$ cat src/rtl/ucore_seq_if.sv
// Control, load and status bundle of the ucore_seq microcode sequencer.
// The master drives control and load signals; the slave (the core) drives status.
interface ucore_seq_if #(
  parameter int PC_W  = 6,
  parameter int IN_W  = 8,
  parameter int OUT_W = 8,
  parameter int IMM_W = 8
);
  localparam int SEL_W = (IN_W > 1) ? $clog2(IN_W) : 1;
  localparam int IW    = 5 + SEL_W + IMM_W;

  logic             start;
  logic             stop;
  logic [IN_W-1:0]  cond_in;
  logic             ld_en;
  logic [PC_W-1:0]  ld_addr;
  logic [IW-1:0]    ld_data;
  logic [OUT_W-1:0] out_q;
  logic [PC_W-1:0]  pc;
  logic             busy;
  logic             halted;
  logic             fault;

  modport master (
    output start, stop, cond_in, ld_en, ld_addr, ld_data,
    input  out_q, pc, busy, halted, fault
  );

  modport slave (
    input  start, stop, cond_in, ld_en, ld_addr, ld_data,
    output out_q, pc, busy, halted, fault
  );
endinterface

$ cat src/rtl/ucore_seq.sv
// Loadable microcode sequencer: executes one stored instruction per cycle with
// branches, wait-on-condition, a call/return stack and a loop counter.
module ucore_seq #(
  parameter int PC_W        = 6,
  parameter int IN_W        = 8,
  parameter int OUT_W       = 8,
  parameter int CNT_W       = 8,
  parameter int IMM_W       = 8,
  parameter int STACK_DEPTH = 4
) (
  input  logic        clk,
  input  logic        aresetn,
  ucore_seq_if.slave  bus
);
  localparam int SEL_W = (IN_W > 1) ? $clog2(IN_W) : 1;
  localparam int IW    = 5 + SEL_W + IMM_W;
  localparam int DEPTH = 2 ** PC_W;
  localparam int SP_W  = $clog2(STACK_DEPTH + 1);
  localparam int SA_W  = (STACK_DEPTH > 1) ? $clog2(STACK_DEPTH) : 1;

  typedef enum logic [1:0] {
    ST_IDLE,
    ST_RUN,
    ST_HALT,
    ST_FAULT
  } state_e;

  typedef enum logic [3:0] {
    OP_NOP  = 4'd0,
    OP_OUT  = 4'd1,
    OP_JMP  = 4'd2,
    OP_BR   = 4'd3,
    OP_WAIT = 4'd4,
    OP_CALL = 4'd5,
    OP_RET  = 4'd6,
    OP_LDC  = 4'd7,
    OP_DJNZ = 4'd8,
    OP_HALT = 4'd9
  } opcode_e;

  logic [IW-1:0]    mem_q [DEPTH];

  state_e           state_q, state_d;
  logic [PC_W-1:0]  pc_q, pc_d;
  logic [CNT_W-1:0] cnt_q, cnt_d;
  logic [SP_W-1:0]  sp_q, sp_d;
  logic [PC_W-1:0]  stack_q [STACK_DEPTH];
  logic [PC_W-1:0]  stack_d [STACK_DEPTH];
  logic [OUT_W-1:0] out_q, out_d;
  logic             busy_q, busy_d;
  logic             halted_q, halted_d;
  logic             fault_q, fault_d;

  logic [IW-1:0]    instr;
  logic [3:0]       opc;
  logic             pol;
  logic [SEL_W-1:0] sel;
  logic [IMM_W-1:0] imm;
  logic             cond_bit;
  logic             cond_ok;
  logic [PC_W-1:0]  pc_inc;
  logic [PC_W-1:0]  imm_pc;
  logic [CNT_W-1:0] cnt_dec;
  logic [SP_W-1:0]  sp_dec;
  logic             stack_full;
  logic             stack_empty;

  assign instr              = mem_q[pc_q];
  assign {opc, pol, sel, imm} = instr;
  assign pc_inc             = pc_q + PC_W'(1);
  assign imm_pc             = imm[PC_W-1:0];
  assign cnt_dec            = cnt_q - CNT_W'(1);
  assign sp_dec             = sp_q - SP_W'(1);
  assign stack_full         = (sp_q == SP_W'(STACK_DEPTH));
  assign stack_empty        = (sp_q == '0);

  // Selector values beyond the last condition input read as 0.
  always_comb begin
    cond_bit = 1'b0;
    for (int i = 0; i < IN_W; i++) begin
      if (sel == SEL_W'(i)) cond_bit = bus.cond_in[i];
    end
  end

  assign cond_ok = (cond_bit == pol);

  // The store has no reset; writes are blocked only while a program runs.
  always_ff @(posedge clk) begin
    if (bus.ld_en && (state_q != ST_RUN)) begin
      mem_q[bus.ld_addr] <= bus.ld_data;
    end
  end

  always_comb begin
    state_d = state_q;
    pc_d    = pc_q;
    cnt_d   = cnt_q;
    sp_d    = sp_q;
    out_d   = out_q;
    stack_d = stack_q;

    if (bus.stop) begin
      state_d = ST_IDLE;
      pc_d    = '0;
      cnt_d   = '0;
      sp_d    = '0;
    end else begin
      case (state_q)
        ST_IDLE, ST_HALT: begin
          if (bus.start) begin
            state_d = ST_RUN;
            pc_d    = '0;
            cnt_d   = '0;
            sp_d    = '0;
          end
        end
        ST_RUN: begin
          case (opc)
            OP_NOP:  pc_d = pc_inc;
            OP_OUT: begin
              out_d = imm[OUT_W-1:0];
              pc_d  = pc_inc;
            end
            OP_JMP:  pc_d = imm_pc;
            OP_BR:   pc_d = cond_ok ? imm_pc : pc_inc;
            OP_WAIT: pc_d = cond_ok ? pc_inc : pc_q;
            OP_CALL: begin
              if (stack_full) begin
                state_d = ST_FAULT;
              end else begin
                stack_d[sp_q[SA_W-1:0]] = pc_inc;
                sp_d = sp_q + SP_W'(1);
                pc_d = imm_pc;
              end
            end
            OP_RET: begin
              if (stack_empty) begin
                state_d = ST_FAULT;
              end else begin
                pc_d = stack_q[sp_dec[SA_W-1:0]];
                sp_d = sp_dec;
              end
            end
            OP_LDC: begin
              cnt_d = imm[CNT_W-1:0];
              pc_d  = pc_inc;
            end
            // Modular decrement: a zero counter wraps to all-ones and loops.
            OP_DJNZ: begin
              cnt_d = cnt_dec;
              pc_d  = (cnt_dec != '0) ? imm_pc : pc_inc;
            end
            OP_HALT: state_d = ST_HALT;
            default: state_d = ST_FAULT;
          endcase
        end
        default: state_d = state_q;
      endcase
    end

    busy_d   = (state_d == ST_RUN);
    halted_d = (state_d == ST_HALT);
    fault_d  = (state_d == ST_FAULT);
  end

  always_ff @(posedge clk or negedge aresetn) begin
    if (!aresetn) begin
      state_q  <= ST_IDLE;
      pc_q     <= '0;
      cnt_q    <= '0;
      sp_q     <= '0;
      out_q    <= '0;
      busy_q   <= 1'b0;
      halted_q <= 1'b0;
      fault_q  <= 1'b0;
      for (int i = 0; i < STACK_DEPTH; i++) stack_q[i] <= '0;
    end else begin
      state_q  <= state_d;
      pc_q     <= pc_d;
      cnt_q    <= cnt_d;
      sp_q     <= sp_d;
      out_q    <= out_d;
      busy_q   <= busy_d;
      halted_q <= halted_d;
      fault_q  <= fault_d;
      for (int i = 0; i < STACK_DEPTH; i++) stack_q[i] <= stack_d[i];
    end
  end

  assign bus.out_q  = out_q;
  assign bus.pc     = pc_q;
  assign bus.busy   = busy_q;
  assign bus.halted = halted_q;
  assign bus.fault  = fault_q;
endmodule

$ cat src/flat_wrapper.sv
// flat-port wrapper written by rule: the top's interface ports become plain ports
module ucore_seq_flat 
#(
  parameter int PC_W        = 6,
  parameter int IN_W        = 8,
  parameter int OUT_W       = 8,
  parameter int CNT_W       = 8,
  parameter int IMM_W       = 8,
  parameter int STACK_DEPTH = 4
)
  (clk, aresetn, bus_start, bus_stop, bus_cond_in, bus_ld_en, bus_ld_addr, bus_ld_data, bus_out_q, bus_pc, bus_busy, bus_halted, bus_fault);
  ucore_seq_if #(.PC_W(PC_W), .IN_W(IN_W), .OUT_W(OUT_W), .IMM_W(IMM_W)) bus_i ();
  input  logic clk;
  input  logic aresetn;
  input wire logic [$bits(bus_i.start)-1:0] bus_start;
  input wire logic [$bits(bus_i.stop)-1:0] bus_stop;
  input wire logic [$bits(bus_i.cond_in)-1:0] bus_cond_in;
  input wire logic [$bits(bus_i.ld_en)-1:0] bus_ld_en;
  input wire logic [$bits(bus_i.ld_addr)-1:0] bus_ld_addr;
  input wire logic [$bits(bus_i.ld_data)-1:0] bus_ld_data;
  output wire logic [$bits(bus_i.out_q)-1:0] bus_out_q;
  output wire logic [$bits(bus_i.pc)-1:0] bus_pc;
  output wire logic [$bits(bus_i.busy)-1:0] bus_busy;
  output wire logic [$bits(bus_i.halted)-1:0] bus_halted;
  output wire logic [$bits(bus_i.fault)-1:0] bus_fault;
  assign bus_i.start = bus_start;
  assign bus_i.stop = bus_stop;
  assign bus_i.cond_in = bus_cond_in;
  assign bus_i.ld_en = bus_ld_en;
  assign bus_i.ld_addr = bus_ld_addr;
  assign bus_i.ld_data = bus_ld_data;
  assign bus_out_q = bus_i.out_q;
  assign bus_pc = bus_i.pc;
  assign bus_busy = bus_i.busy;
  assign bus_halted = bus_i.halted;
  assign bus_fault = bus_i.fault;
  ucore_seq #(.PC_W(PC_W), .IN_W(IN_W), .OUT_W(OUT_W), .CNT_W(CNT_W), .IMM_W(IMM_W), .STACK_DEPTH(STACK_DEPTH)) u_core (.clk(clk), .aresetn(aresetn), .bus(bus_i));
endmodule
$ cat config.mk
export PLATFORM = sky130hd
export DESIGN_NAME = ucore_seq_flat
export DESIGN_NICKNAME = d
export VERILOG_FILES = /design/src/rtl/ucore_seq_if.sv /design/src/rtl/ucore_seq.sv /design/src/flat_wrapper.sv
export SDC_FILE = /design/constraint.sdc
export NUM_CORES = 1
export LEC_CHECK = 0
export BUFFER_PORTS_ARGS = -buffer_cell sky130_fd_sc_hd__buf_4
export CAP_MARGIN = 0
export CELL_PAD_IN_SITES_DETAIL_PLACEMENT = 1
export CELL_PAD_IN_SITES_GLOBAL_PLACEMENT = 2
export CORE_ASPECT_RATIO = 0.7
export CORE_UTILIZATION = 53
export CTS_BUF_LIST = sky130_fd_sc_hd__clkbuf_4 sky130_fd_sc_hd__clkbuf_8
export CTS_CLUSTER_DIAMETER = 30
export CTS_CLUSTER_SIZE = 28
export DETAILED_ROUTE_END_ITERATION = 8
export HOLD_SLACK_MARGIN = 0.02
export PLACE_DENSITY_LB_ADDON = 0.1
export SLEW_MARGIN = 25
export SYNTH_ARGS = -nofsm -noshare
export SYNTH_HDL_FRONTEND = slang
export SYNTH_SLANG_ARGS = --single-unit
export TNS_END_PERCENT = 1
$ cat constraint.sdc
create_clock -name clk -period 6.2 [get_ports clk]
set_clock_uncertainty 0.2 [all_clocks]
set_input_delay 0.93 -clock clk [delete_from_list [all_inputs] [get_ports clk]]
set_output_delay 0.93 -clock clk [all_outputs]
set_load 0.01 [all_outputs]
==> reports/results.ini <==
[status]
outcome = completed

[worst_setup_path]
critPathLaunchType = flip-flop
critPathKind = flip-flop to flip-flop
rrSetupSlack_ns = 0.48
critPathCaptureType = flip-flop
ff2ff_path_depth = 14
critPathRequiredTime_ns = 6.66
critPathArrivalTime_ns = 6.18
crit_fanout = 36

[global_routing]
grt_use_met3 = 0.05081
grt_max_degree = 65
use_met2 = 0.4258
grt_first_pass_wirelength_mm = 160.5
antenna_found_initial = 6
met1_usage = 0.4366
grt_util_all_layers = 0.2854
grt_pass1_vias = 22110
top_usage_layer = met1
overflow = 0

[clock_network]
cts_htree_levels = 4
numCtsBuffers = 154
clk_latency_ns = 0.83
root_buffer = clkbuf_8
cts_num_sinks = 1078
ctsResizeCount = 0
cts_max_path_buffers = 3
path_clk_slew_ns = 0.06
postCtsSetupBuffers = 0
cts_tree = built

[drt]
vias = 21400
drt_iter0_drc = 2478
routed_wl_mm = 113.2
first_pass_iters = 7
drc = 0
routedWlPerCell_um = 33.87
final_antenna_net_count = 0
via_per_inst = 6.402

[logic_synthesis]
syn_nets = 1997
synth-main-ff-cell = edfxtp_1
synth_cells = 1954
synthDistinctLibCells = 64
synth-seq-cells = 1078
async_flop_share = 0.05009
ys.warnings.count = 0
avgSynthCellArea_um2 = 21.76
synth-edff-count = 1024
synth_area_um2 = 42510
yosysSeqAreaShare = 0.7551

[placed_design]
gp_congestion = 0.8413
dp_hpwl_mm = 65.96
portBuffers = 51
place_area_um2 = 44690

[timing]
worst_pin_slew_ns = 1.039
final-hold-violation-count = 0
rsz0062_at_grt = false
slew_viol_final = 0
layout_min_cycle_time_ns = 5.720
whs_ns = 0.1461
relSlewSlack = 0.3072
clock.fmax_ghz = 0.1748
setup_viol = 0
tns_ns = 0
fin_crit_sh = 0.9227

[die]
placementRows = 86
die_w_um = 340.5
start_util = 0.5375
dieHeight_um = 239.0
ios = 52
core_area_um2 = 79090
die_area_um2 = 81360

[power]
p_per_area_nw_per_um2 = 420.5
power_mw = 20.26
peakVddDrop_v = 0.0002619
p_leak_nw = 15.02

[layout]
synthToLayoutAreaGrowth_pct = 13.33
final_common_cell = edfxtp_1
fin_util = 0.6091
final_cell_mix = edfxtp_1, mux4_2, clkbuf_8
nNetsFinal = 2200
post-route-cell-area_um2 = 48180
drive_above_1_share = 0.3667

[hold_path]
hold_depth = 2
hold_path.class = input pin to flip-flop

[flow_run]
drv_cap = 0

-- state kept, by name (all words and copies together), names as in the netlist --
signal,cells
u_core.mem_q,1024
u_core.stack_q,24
u_core.bus.out_q,8
u_core.cnt_q,8
u_core.bus.pc,6
u_core.sp_q,3
u_core.state_q,2
u_core.bus.busy,1
u_core.bus.fault,1
u_core.bus.halted,1
-- Yosys cell counts, types with 5 or more instances --
library cell | n | area (um2)
or3b_2 | 9 | 78.83
clkbuf_1 | 58 | 217.7
mux2i_1 | 53 | 530.5
a21oi_1 | 13 | 65.06
dfrtp_1 | 54 | 1351
nor2_1 | 88 | 330.3
buf_1 | 7 | 26.28
xor2_1 | 6 | 52.55
a22oi_1 | 16 | 120.1
nand2_1 | 60 | 225.2
nand4_1 | 5 | 31.28
nor3b_1 | 5 | 37.54
mux4_2 | 311 | 7004
nand3b_1 | 8 | 60.06
nor3_1 | 8 | 40.04
buf_2 | 25 | 125.1
nand3_1 | 15 | 75.07
o21ai_0 | 42 | 210.2
mux2_2 | 13 | 146.4
nand2b_1 | 10 | 62.56
buf_6 | 13 | 146.4
xnor2_1 | 6 | 52.55
ha_1 | 8 | 100.1
edfxtp_1 | 1024 | 30750
nor2b_1 | 13 | 81.33
buf_4 | 5 | 37.54
o21ai_1 | 5 | 25.02
inv_1 | 11 | 41.29
-- power breakdown --
| part | total [mW] | switching [mW] | internal [mW] | leakage, nW |
|---|---|---|---|---|
| Clock | 6.27 | 2.94 | 3.34 | 1.71 |
| Sequential | 8.36 | 0.277 | 8.08 | 9.94 |
| Combinational | 5.63 | 3.16 | 2.47 | 3.38 |
-- layout make-up --
| type | count | area, um2 |
|---|---|---|
| Timing Repair Buffer | 155 | 1226 |
| Clock buffer | 172 | 2305 |
| Fill cell | 6551 | 30910 |
| Inverter | 14 | 52.55 |
| Clock inverter | 112 | 1165 |
| Antenna cell | 1 | 2.502 |
| Tap cell | 1056 | 1321 |
| Multi-Input combinational cell | 754 | 9988 |
| Sequential cell | 1078 | 32120 |
-- worst paths after layout --
kind	start	end
max in group asynchronous	aresetn	u_core.bus.pc[1]
min in group asynchronous	aresetn	u_core.bus.pc[4]
max	u_core.bus.pc[0]	u_core.bus.pc[1]
min reg2reg	u_core.stack_q[11]	u_core.stack_q[11]
min	bus_stop	u_core.state_q[1]
max reg2reg	u_core.bus.pc[0]	u_core.bus.pc[1]
-- logic make-up (layout without fill, tap and decap cells) --
logic type	after synthesis	after routing	share of synthesized area
muxes	378	378	0.1810
DFF	1078	1078	0.7551
adders and majority gates	8	8	0.002355
AOI/OAI and AO/OA	107	107	0.01613
and+or+nand+nor	249	249	0.02870
xor gates and xnor gates	12	12	0.002472
buffers and inverters	122	453	0.01425
other	0	1	0
-- worst max-delay path, stage by stage, from the launching register on --
cell and delay [ns]:
dfrtp_4 0.64, buf_12 0.26, buf_4 0.29, and2_1 0.37, a22oi_1 0.37, a21oi_1 0.13
o41ai_1 0.48, o41a_1 0.57, mux2i_1 0.40, mux2i_1 0.13, o21ai_1 0.23, xor2_1 0.37
o21ai_1 0.23, o211a_1 0.25, a211oi_1 0.50
-- what timing repair did --
item | 4_1_cts | 5_1_grt
hold buffers | 1 | 0
endpoints found under the setup margin | 0 | 0
hold endpoints to repair | 54 | 0
-- per-stage QoR --
stage | cells | setup slack [ns]
floorplan | 1954 | 1.863
global placement | 3055 | 0.1886
detailed placement | 3056 | 0.6896
CTS | 3341 | 0.5689
global route | 3342 | 0.2489
finish | 3342 | 0.4795
-- per-layer routing --
layer  up-vias  part of all wire
li1       8582                 -
met1     11710              0.45
met2       963              0.46
met3       143             0.077
met4         0             0.018
met5         -                 0
Note: power is estimated with default switching activity, not from simulation.
